[src/rtl/fft_pair_reader.sv]
// Collects one FFT frame as butterfly pairs, stores each sample at its bit-reversed
// slot, then drains it one sample per cycle in natural bin order under out_ready backpressure.
module fft_pair_reader #(
   parameter int WORD_SIZE = 16,
   parameter int N_POINTS  = 16
) (
   input  logic                         clk,
   input  logic                         rst_n,
   input  logic                         in_valid,
   output logic                         in_ready,
   input  logic [WORD_SIZE-1:0]         in0_re,
   input  logic [WORD_SIZE-1:0]         in0_im,
   input  logic [WORD_SIZE-1:0]         in1_re,
   input  logic [WORD_SIZE-1:0]         in1_im,
   output logic                         out_valid,
   input  logic                         out_ready,
   output logic [WORD_SIZE-1:0]         out_re,
   output logic [WORD_SIZE-1:0]         out_im,
   output logic [$clog2(N_POINTS)-1:0]  out_idx,
   output logic                         out_last
);
   localparam int ADDR_W = $clog2(N_POINTS);
   localparam int PAIR_W = ADDR_W - 1;

   typedef enum logic {FILL, DRAIN} state_t;
   typedef struct packed {
      logic [WORD_SIZE-1:0] re;
      logic [WORD_SIZE-1:0] im;
   } sample_t;

   state_t              state, state_nxt;
   logic [PAIR_W-1:0]   wr_cnt;
   logic [ADDR_W-1:0]   rd_cnt;
   sample_t             mem [N_POINTS];
   logic [ADDR_W-1:0]   wr_addr0, wr_addr1;
   logic                accept, take, at_last;
   sample_t             rd_word;

   function automatic logic [ADDR_W-1:0] bitrev(input logic [ADDR_W-1:0] a);
      logic [ADDR_W-1:0] r;
      for (int b = 0; b < ADDR_W; b++) r[b] = a[ADDR_W-1-b];
      return r;
   endfunction

   // Handshakes are gated by rst_n so nothing is accepted or consumed during reset.
   assign in_ready  = rst_n && (state == FILL);
   assign out_valid = rst_n && (state == DRAIN);
   assign accept    = in_valid && in_ready;
   assign take      = out_valid && out_ready;
   assign at_last   = (rd_cnt == ADDR_W'(N_POINTS - 1));

   assign wr_addr0 = bitrev({wr_cnt, 1'b0});
   assign wr_addr1 = bitrev({wr_cnt, 1'b1});
   assign rd_word  = mem[rd_cnt];

   assign out_re   = out_valid ? rd_word.re : '0;
   assign out_im   = out_valid ? rd_word.im : '0;
   assign out_idx  = out_valid ? rd_cnt : '0;
   assign out_last = out_valid && at_last;

   always_comb begin
      state_nxt = state;
      case (state)
         FILL:    if (accept && (wr_cnt == {PAIR_W{1'b1}})) state_nxt = DRAIN;
         DRAIN:   if (take && at_last) state_nxt = FILL;
         default: state_nxt = FILL;
      endcase
   end

   always_ff @(posedge clk) begin
      if (!rst_n) begin
         state  <= FILL;
         wr_cnt <= '0;
         rd_cnt <= '0;
      end else begin
         state <= state_nxt;
         // Both counters wrap to zero naturally on the final pair / final bin.
         if (accept) wr_cnt <= wr_cnt + PAIR_W'(1);
         if (take)   rd_cnt <= at_last ? '0 : rd_cnt + ADDR_W'(1);
      end
   end

   // Frame buffer has no reset; a stale frame is never read because rd_cnt restarts.
   always_ff @(posedge clk) begin
      if (accept) begin
         mem[wr_addr0] <= '{re: in0_re, im: in0_im};
         mem[wr_addr1] <= '{re: in1_re, im: in1_im};
      end
   end
endmodule

[config.mk]
export PLATFORM = sky130hd
export DESIGN_NAME = fft_pair_reader
export DESIGN_NICKNAME = d
export VERILOG_FILES = /design/src/rtl/fft_pair_reader.sv
export SDC_FILE = /design/constraint.sdc
export NUM_CORES = 1
export LEC_CHECK = 0
export CAP_MARGIN = 20
export CORE_UTILIZATION = 35
export DETAILED_ROUTE_END_ITERATION = 7
export REMOVE_ABC_BUFFERS = 1
export SYNTH_ARGS = -nofsm -noshare
export SYNTH_HDL_FRONTEND = slang
export SYNTH_SLANG_ARGS = --single-unit
[constraint.sdc]
create_clock -name clk -period 7.4 [get_ports clk]
set_input_delay 2.22 -clock clk [delete_from_list [all_inputs] [get_ports clk]]
set_output_delay 2.22 -clock clk [all_outputs]
set_load 0.01 [all_outputs]
==> results of run 1 <==
-- registers in the layout, indices dropped and copies added (netlist names), named ones only --
register,cells
state,1
wr_cnt,3
mem,512
rd_cnt,4
-- synth_stat cells --
cell	number
a21boi_0	2
a21oi_1	3
a221oi_1	3
a221oi_2	5
a22oi_1	107
and2_1	3
and3_1	3
buf_12	6
buf_2	26
buf_4	8
buf_6	19
clkbuf_1	4
dfxtp_1	12
edfxtp_1	512
ha_1	3
inv_1	4
mux2i_1	238
mux4_2	10
nand2_1	41
nand2b_1	2
nand3_1	38
nand3b_1	1
nor2_1	10
nor2_2	1
nor2_4	1
nor2b_1	7
nor2b_4	1
nor3_1	2
nor3b_1	2
nor4_1	1
o2111ai_1	1
o21a_1	1
o21ai_0	1
o21ai_1	31
o22ai_1	1
xnor2_1	1
xor2_1	1
-- tightest hold or removal path, delay by kind of cell, from the launching register on --
kind / cells / cell delay (ps)
DFF: 1 / 320
AOI/OAI and AO/OA: 1 / 90
and+or+nand+nor: 1 / 50
-- final timing paths --
check	from	end	slack (ps)	depth (start not counted)
hold reg to reg	rd_cnt[1]$_SDFFE_PN0N_	flip-flop	520	2
setup reg to reg	state$_SDFF_PN0_	mem[10][22]$_DFFE_PP_	4730	4
setup / recovery	rst_n	out_re[1]	500	6
hold / removal	rd_cnt[1]$_SDFFE_PN0N_	flip-flop	520	2
-- per-layer routing --
layer | wire length (um) | up-vias | GRT usage (%) | part of all wire, %
li1 | - | 4708 | - | -
met3 | 1860 | 70 | 3.06 | 4.1
met5 | 38 | - | 0 | 0.084
met2 | 21900 | 183 | 24.9 | 48
met4 | 860 | 6 | 3.79 | 1.9
met1 | 20800 | 5300 | 21.0 | 46
-- metrics by stage --
stage	hold WS (ps)	util (%)	setup WS (ps)	instance area [um^2]	total power, mW
2_1_floorplan	480	-	-4130	20000	3.42
3_3_place_gp	512	38.7	560	22400	3.51
3_5_place_dp	524	38.7	493	22400	3.52
4_1_cts	532	41.5	495	24000	6.02
5_1_grt	556	41.5	333	24000	6.15
6_report	523	41.5	504	24000	5.95
-- cell usage in the layout, fill, tap and decap left out, drive strengths merged --
master         instances
edfxtp               512
mux2i                238
a22oi                107
clkdlybuf4s50        106
clkbuf                61
nand2                 41
nand3                 38
o21ai                 32
buf                   29
clkinv                24
dfxtp                 12
nor2                  12
mux4                  10
a221oi                 8
nor2b                  8
inv                    4
bufinv                 4
and3                   3
a21oi                  3
ha                     3
clkinvlp               3
and2                   3
nor3                   2
nand2b                 2
a21boi                 2
nor3b                  2
o2111ai                1
nand3b                 1
xor2                   1
xnor2                  1
nor4                   1
o22ai                  1
o21a                   1
-- logic make-up (layout without fill, tap and decap cells) --
family,after synthesis,in the layout,synth area share [%]
AO/OA/AOI/OAI,155,155,5.45
buffers and inverters,67,231,2.70
adder cells (fa/ha/maj),3,3,0.183
XOR/XNOR,2,2,0.0855
flip-flops,524,524,76.2
AND/OR/NAND/NOR,113,113,2.66
multiplexers,248,248,12.7
-- report_power, final --
group	switching [mW]	leakage [nW]	internal (mW)	total [mW]
registers	0.00949	4.72	3.30	3.31
clock network	1.06	0.776	1.44	2.50
logic	0.0889	1.63	0.0551	0.144
-- cell type report --
type                    instances  area (um^2)
well taps                     765          957
repair buffers                135         1350
multi-input cells             521         4410
inverters                       4         15.0
fillers                      5140        33800
clock buffers                  61         1360
clock inverters                31          246
flip-flops and latches        524        15600
==> qor.tcl, run 1 <==
set qor(run_status) {completed}
set qor(ctsLongestPathBuffers) 3
set qor(skew_ps) 11.9
set qor(path_cells) {clkdlybuf4s50_1 -> nand3_2 -> a221oi_1 -> o21ai_1 -> nand2_1 -> clkdlybuf4s50_1}
set qor(finalSetupViolations) 0
set qor(final_period_minus_worst_setup_slack_ps) 6900
set qor(cp_common_cell) {clkdlybuf4s50_1}
set qor(drt_iter0_markers) 752
set qor(die_width_um) 244
set qor(cts_buffers) 52
set qor(clock-sinks) 524
set qor(kind_of_end_point_of_the_critical_path) {output port}
set qor(gp_routability_congestion) 0.717
set qor(yosysWarningCount) 0
set qor(ir_drop_mv) 0.173
set qor(cellLeakagePower_nw) 7.13
set qor(globalRouteTotalUtil_pct) 15.3
set qor(coreArea_um2) 57800
set qor(overflow) 0
set qor(post_synth_instance_area_um2) 20500
set qor(final_max_slew_viol_count) 0
set qor(clockRootBuffer) {clkbuf_16}
set qor(drc) 0
set qor(netlist_top_cells_area) {edfxtp_1 (75%), mux2i_1 (12%), a22oi_1 (3.9%)}
set qor(hpwl_um) 24300
set qor(worst-path-buf-inv) 2
set qor(critPathMaxFanout) 15
set qor(pwr_density_cell_nw_per_um2) 248
set qor(synth.ff_latch_count) 524
set qor(syn2layout_area_growth_pct) 16.9
set qor(post-synth-top-area-cell) {edfxtp_1}
set qor(portBuffers) 106
set qor(design.portCount) 107
set qor(drt.antenna.violating_nets) 0
set qor(slew_headroom_pct) 36.8
set qor(synthesis.area_per_instance_um2) 18.4
set qor(placement_rows) 88
set qor(worst_pin_slew_ps) 949
set qor(clkSlewWorstSetupHoldPaths_ps) 60
set qor(timing.critical_path.max_delay_family) {buffers and inverters}
set qor(ctsHtreeMaxLevel) 2
set qor(num_antenna_cells) 0
set qor(slowest_stage) {clkdlybuf4s50_1}
set qor(critical_path.startpoint_type) {primary input}
set qor(wire_per_inst_um) 22.2
set qor(drtPass1Iterations) 4
set qor(setup_total_negative_slack_ps) 0
set qor(cts_repair_resize_count) 0
set qor(initial_core_util_pct) 35.5
set qor(drive_above_1_share_pct) 10.2
set qor(crit_path_max_incr_delay_ps) 730
set qor(fmaxAchievable_ghz) 0.145
set qor(hold_path.class) {reg2reg}
set qor(maximum_number_of_pins_on_one_net_before_global_route_repair) 65
set qor(timing.critical_path.required_ps) 5180
set qor(criticalPathCategory) {in2out}
set qor(vias_per_cell) 5.03
set qor(post-synth-top-area-fraction_pct) 75.0
set qor(initial_antenna_violation_count) 3
set qor(finalHoldViolCount) 0
set qor(wirelength_um) 45400
set qor(worstPathArrival_ps) 4680
set qor(fp.dieH_um) 244
set qor(numPlacedInstances) 1949
set qor(distinct_cell_type_count_after_synthesis) 37
set qor(floorplan.die_area_um2) 59500
set qor(synth_seq_area_share_pct) 76.2
set qor(detailroute.via_count) 10300
set qor(wire_length_of_the_first_global_routing_pass_um) 67700
set qor(grt_pass1_vias) 10700
set qor(layoutNonFillerInstCount) 2041
set qor(post-cts-setup-buffers) 0
set qor(tritoncts) {yes}
set qor(clock_insertion_delay_worst_skew_ps) 590
set qor(num-nets-final) 1309
set qor(unrepaired_setup_endpoints_after_global_routing) {false}
set qor(syn-instance-count) 1112
set qor(max-cap-violations) 0
set qor(holdBufCountCts) 0
set qor(finalCritPeriodShare_pct) 93.2
(Power assumes the default switching activity.)
==> inputs of run 2 (changes only) <==
- SETUP_SLACK_MARGIN: not set -> 0.3
- clock period: 7.4 -> 7.7 ns (I/O delays scaled with it)
==> qor.tcl, run 2 (synthesis results as in run 1) <==
set qor(pre_cts_slack_ps) 632
set qor(worst-path-buf-inv) 3
set qor(worst_pin_slew_ps) 969
set qor(layoutNonFillerInstCount) 2040
set qor(clockRootBuffer) {clkbuf_16}
set qor(hold_path.class) {reg2reg}
set qor(maximum_number_of_pins_on_one_net_before_global_route_repair) 77
set qor(mostFrequentLayoutCell) {edfxtp_1}
set qor(num-nets-final) 1308
set qor(die_width_um) 244
set qor(pwr_density_cell_nw_per_um2) 239
set qor(ctsLongestPathBuffers) 3
set qor(tritoncts) {yes}
set qor(wire_per_inst_um) 22.8
set qor(fill_cells) 5112
set qor(hold_path.startpoint) {rd_cnt[1]$_SDFFE_PN0N_}
set qor(globalRouteTotalUtil_pct) 15.6
set qor(design_area_um2) 24000
set qor(wire_length_of_the_first_global_routing_pass_um) 68700
set qor(portBuffers) 106
set qor(clock_insertion_delay_worst_skew_ps) 590
set qor(total_power_mw) 5.74
set qor(fp.dieH_um) 244
set qor(run_status) {completed}
set qor(cp_common_cell) {clkdlybuf4s50_1}
set qor(grt_pass1_vias) 10700
set qor(slew_headroom_pct) 35.4
set qor(path_cells) {clkdlybuf4s50_1 -> nand3_2 -> buf_4 -> o21ai_1 -> clkdlybuf4s50_1}
set qor(vias_per_cell) 5.05
set qor(clock-sinks) 524
set qor(mostFrequentLayoutCells) {edfxtp_1 (512), mux2i_1 (238), a22oi_1 (107)}
set qor(placement_rows) 88
set qor(design.portCount) 107
set qor(layout.area.seq_um2) 15600
set qor(criticalPathCategory) {in2out}
set qor(worst_slack_ps) 660
set qor(hpwl_um) 24300
set qor(drive_above_1_share_pct) 10.4
set qor(cellLeakagePower_nw) 7.15
set qor(holdBufCountCts) 0
set qor(drc) 0
set qor(skew_ps) 16.4
set qor(gp_routability_congestion) 0.716
set qor(worstPathArrival_ps) 4730
set qor(largestRegisters) {mem (512), rd_cnt (4), wr_cnt (3)}
set qor(kind_of_end_point_of_the_critical_path) {output port}
set qor(finalSetupViolations) 0
set qor(ir_drop_mv) 0.187
set qor(cts_repair_resize_count) 0
set qor(register_with_the_most_flip_flops) {mem}
set qor(timing.critical_path.max_delay_family) {buffers and inverters}
set qor(final_period_minus_worst_setup_slack_ps) 7040
set qor(post-cts-setup-buffers) 0
set qor(detailroute.via_count) 10300
set qor(initial_core_util_pct) 35.5
set qor(crit_path_max_incr_delay_ps) 720
set qor(slowest_stage) {clkdlybuf4s50_1}
set qor(drtPass1Iterations) 5
set qor(initial_antenna_violation_count) 4
set qor(critical_path.startpoint_type) {primary input}
set qor(numPlacedInstances) 1946
set qor(max-cap-violations) 0
set qor(syn2layout_area_growth_pct) 17.1
set qor(worst_r2r_startpoint) {state$_SDFF_PN0_}
set qor(largest_register_ffs) 512
set qor(drt_iter0_markers) 735
set qor(fmaxAchievable_ghz) 0.142
set qor(coreArea_um2) 57800
set qor(critPathMaxFanout) 15
set qor(floorplan.die_area_um2) 59500
set qor(setup_total_negative_slack_ps) 0
set qor(placed_instance_area_um2) 22400
set qor(drt.antenna.violating_nets) 0
set qor(critPathLaunch) {rst_n}
set qor(clkSlewWorstSetupHoldPaths_ps) 60
set qor(finalHoldViolCount) 0
set qor(ctsHtreeMaxLevel) 2
set qor(timing.critical_path.required_ps) 5390
set qor(wirelength_um) 46500
set qor(unrepaired_setup_endpoints_after_global_routing) {false}
set qor(multiInputGateArea_um2) 4410
set qor(finalCritPeriodShare_pct) 91.4
set qor(overflow) 0
set qor(final_max_slew_viol_count) 0
set qor(cts_buffers) 54
-- run 2: cell count changes in the layout (fill, tap and decap cells not counted), moves of 3 or more --
cell / previous run / this run
buf_4: 23 / 18
bufinv_16: 4 / 0
clkbuf_1: 8 / 14
clkbuf_16: 53 / 57
clkbuf_8: 0 / 5
clkinv_1: 16 / 5
clkinv_2: 7 / 10
-- run 2: area by class of cell --
class	instances	share of cell area [%]
Clock buffer	76	6.45
Multi-Input combinational cell	521	18.4
Tap cell	765	3.99
Inverter	4	0.0626
Timing Repair Buffer	132	5.65
Antenna cell	1	0.0104
Clock inverter	17	0.355
Sequential cell	524	65.1
-- run 2: worst paths after layout --
kind	end	depth (start not counted)	slack [ps]
max reg2reg	mem[14][28]$_DFFE_PP_	5	5020
min reg2reg	rd_cnt[1]$_SDFFE_PN0N_	2	530
max	out_im[10]	5	660
min	rd_cnt[1]$_SDFFE_PN0N_	2	530
-- run 2: metal layers --
layer  vias to the layer above  part of all wire [%]  GRT usage [%]
met3                        64                   4.3           3.22
met4                         6                   1.6           3.64
met2                       198                    48           25.6
met1                      5322                    46           21.2
met5                         -                 0.088              0
li1                       4722                     -              -
-- run 2: where the power goes --
group	total [mW]	leakage, nW	switching [mW]	internal [mW]
registers	3.18	4.72	0.00913	3.17
logic	0.139	1.62	0.0865	0.0529
clock network	2.42	0.807	1.03	1.39
total	5.74	7.15	1.13	4.61
-- run 2: worst reg2reg max path, cell delays in order (launching register included) --
cell and delay, ps:
dfxtp_1 420, nor2b_1 240, nand3_1 330, nor2_4 180, buf_4 490, buf_4 620
-- run 2: through the flow --
stage | hold slack, ps | utilization (%)
after global routing | 564 | 41.5
after detailed placement | 516 | 38.7
after CTS | 525 | 41.5
final | 528 | 41.5
after floorplan | 480 | -
after global placement | 507 | 38.7
==> inputs of run 3 (changes only) <==
- CORE_ASPECT_RATIO: not set -> 1.5
==> qor.tcl, run 3 (synthesis results as in run 1) <==
set qor(final_period_minus_worst_setup_slack_ps) 6920
set qor(mostFrequentLayoutCell) {edfxtp_1}
set qor(critical_path.startpoint_type) {primary input}
set qor(clock-sinks) 524
set qor(drt_iter0_markers) 573
set qor(portBuffers) 106
set qor(criticalPathCategory) {in2out}
set qor(initial_antenna_violation_count) 5
set qor(globalRouteTotalUtil_pct) 15.7
set qor(ir_drop_mv) 0.147
set qor(placed_instance_area_um2) 22400
set qor(skew_ps) 11.8
set qor(max-cap-violations) 0
set qor(detailroute.via_count) 10400
set qor(hpwl_um) 25400
set qor(cts_buffers) 48
set qor(unrepaired_setup_endpoints_after_global_routing) {false}
set qor(power.combinational.fraction_pct) 2.5
set qor(timing.critical_path.required_ps) 5390
set qor(maximum_number_of_pins_on_one_net_before_global_route_repair) 85
set qor(wire_length_of_the_first_global_routing_pass_um) 68600
set qor(drt.antenna.violating_nets) 0
set qor(worstPathArrival_ps) 4610
set qor(fp.dieH_um) 298
set qor(drc) 0
set qor(grt_pass1_vias) 10900
set qor(multiInputGateArea_um2) 4420
set qor(syn2layout_area_growth_pct) 16.8
set qor(wire_per_inst_um) 22.8
set qor(finalHoldViolCount) 0
set qor(drtPass1Iterations) 5
set qor(vias_per_cell) 5.08
set qor(gp_routability_congestion) 0.733
set qor(worst_pin_slew_ps) 1040
set qor(die_width_um) 200
set qor(holdBufCountCts) 0
set qor(run_status) {completed}
set qor(num-nets-final) 1307
set qor(tritoncts) {yes}
set qor(worst_slack_ps) 777
set qor(drive_above_1_share_pct) 10.3
set qor(overflow) 0
set qor(fmaxAchievable_ghz) 0.144
set qor(coreArea_um2) 57800
set qor(clkSlewWorstSetupHoldPaths_ps) 70
set qor(initial_core_util_pct) 35.4
set qor(worst_case_register_to_register_setup_slack_ps) 4880
set qor(share_seq_of_total_power_pct) 56.5
set qor(pwr_density_cell_nw_per_um2) 235
set qor(design.portCount) 107
set qor(pwr-share-clk_pct) 41.0
set qor(clock_insertion_delay_worst_skew_ps) 550
set qor(mostFrequentLayoutCells) {edfxtp_1 (512), mux2i_1 (238), a22oi_1 (107)}
set qor(fill_cells) 5181
set qor(r2r_cells) 4
set qor(hold_ws_ps) 554
set qor(cellLeakagePower_nw) 7.12
set qor(total_power_mw) 5.63
set qor(cts_repair_resize_count) 0
set qor(finalSetupViolations) 0
set qor(hold_path.class) {reg2reg}
set qor(power_switching_mw) 1.10
set qor(largestRegisters) {mem (512), rd_cnt (4), wr_cnt (3)}
set qor(largest_register_ffs) 512
set qor(floorplan.die_area_um2) 59500
set qor(final_max_slew_viol_count) 0
set qor(finalCritPeriodShare_pct) 89.9
set qor(min_path_cells) 2
set qor(design_area_um2) 23900
set qor(wirelength_um) 46500
set qor(ctsHtreeMaxLevel) 2
set qor(clockRootBuffer) {clkbuf_16}
set qor(kind_of_end_point_of_the_critical_path) {output port}
set qor(critPathMaxFanout) 12
set qor(pre_cts_slack_ps) 773
set qor(placement_rows) 108
set qor(switching_share_pct) 19.5
set qor(layout.area.seq_um2) 15600
set qor(register_with_the_most_flip_flops) {mem}
set qor(internal_power_mw) 4.53
set qor(post-cts-setup-buffers) 0
set qor(ctsLongestPathBuffers) 3
set qor(slew_headroom_pct) 30.6
==> run 3: cell count changes in the layout (fill, tap and decap cells not counted), moves of 2 or more <==
cell       change
buf_4          +5
clkbuf_8       -4
clkinv_1       +6
bufinv_16      +2
clkbuf_1       -5
clkbuf_16      -5
==> run 3: worst max-delay path, stage by stage <==
cell             delay (ps)
clkdlybuf4s50_1         550
nand2_1                 170
nor2_4                  430
buf_4                   350
nand3_1                 130
nand2_1                 120
clkdlybuf4s50_1         550
==> run 3: path summary, 6_finish.rpt <==
path / start / end
setup reg to reg: state$_SDFF_PN0_ / mem[3][22]$_DFFE_PP_
hold reg to reg: rd_cnt[1]$_SDFFE_PN0N_ / rd_cnt[1]$_SDFFE_PN0N_
hold / removal: rd_cnt[1]$_SDFFE_PN0N_ / rd_cnt[1]$_SDFFE_PN0N_
setup / recovery: rst_n / out_im[0]
==> run 3: through the flow <==
| step | util, % | cells | setup TNS, ps |
|---|---|---|---|
| after CTS | 41.3 | 2042 | 0 |
| after global placement | 38.7 | 1955 | 0 |
| after global routing | 41.4 | 2044 | 0 |
| after detailed placement | 38.7 | 1955 | 0 |
| final | 41.4 | 2044 | 0 |
| after floorplan | - | 1049 | -100380 |
==> run 3: cell type report <==
class,instances,share of cell area (%)
repair buffers,137,5.85
clock buffers,62,5.63
flip-flops and latches,524,65.3
multi-input cells,521,18.4
inverters,4,0.0627
well taps,770,4.02
clock inverters,25,0.711
diodes,1,0.0105
==> run 3: routing by layer <==
metal	vias up	wire length (um)	track usage, %
met4	8	997	4.78
met1	5337	19300	19.6
met5	-	53	0
li1	4705	-	-
met2	251	24000	27.5
met3	77	2200	2.62
==> run 3: power groups by stage <==
stage | registers (mW) | clock network [mW] | logic, mW
after floorplan | 3.25 | 0 | 0.0446
after global placement | 3.24 | 0 | 0.136
after detailed placement | 3.24 | 0 | 0.141
after CTS | 3.18 | 2.35 | 0.142
after global routing | 3.18 | 2.46 | 0.153
final | 3.18 | 2.30 | 0.140
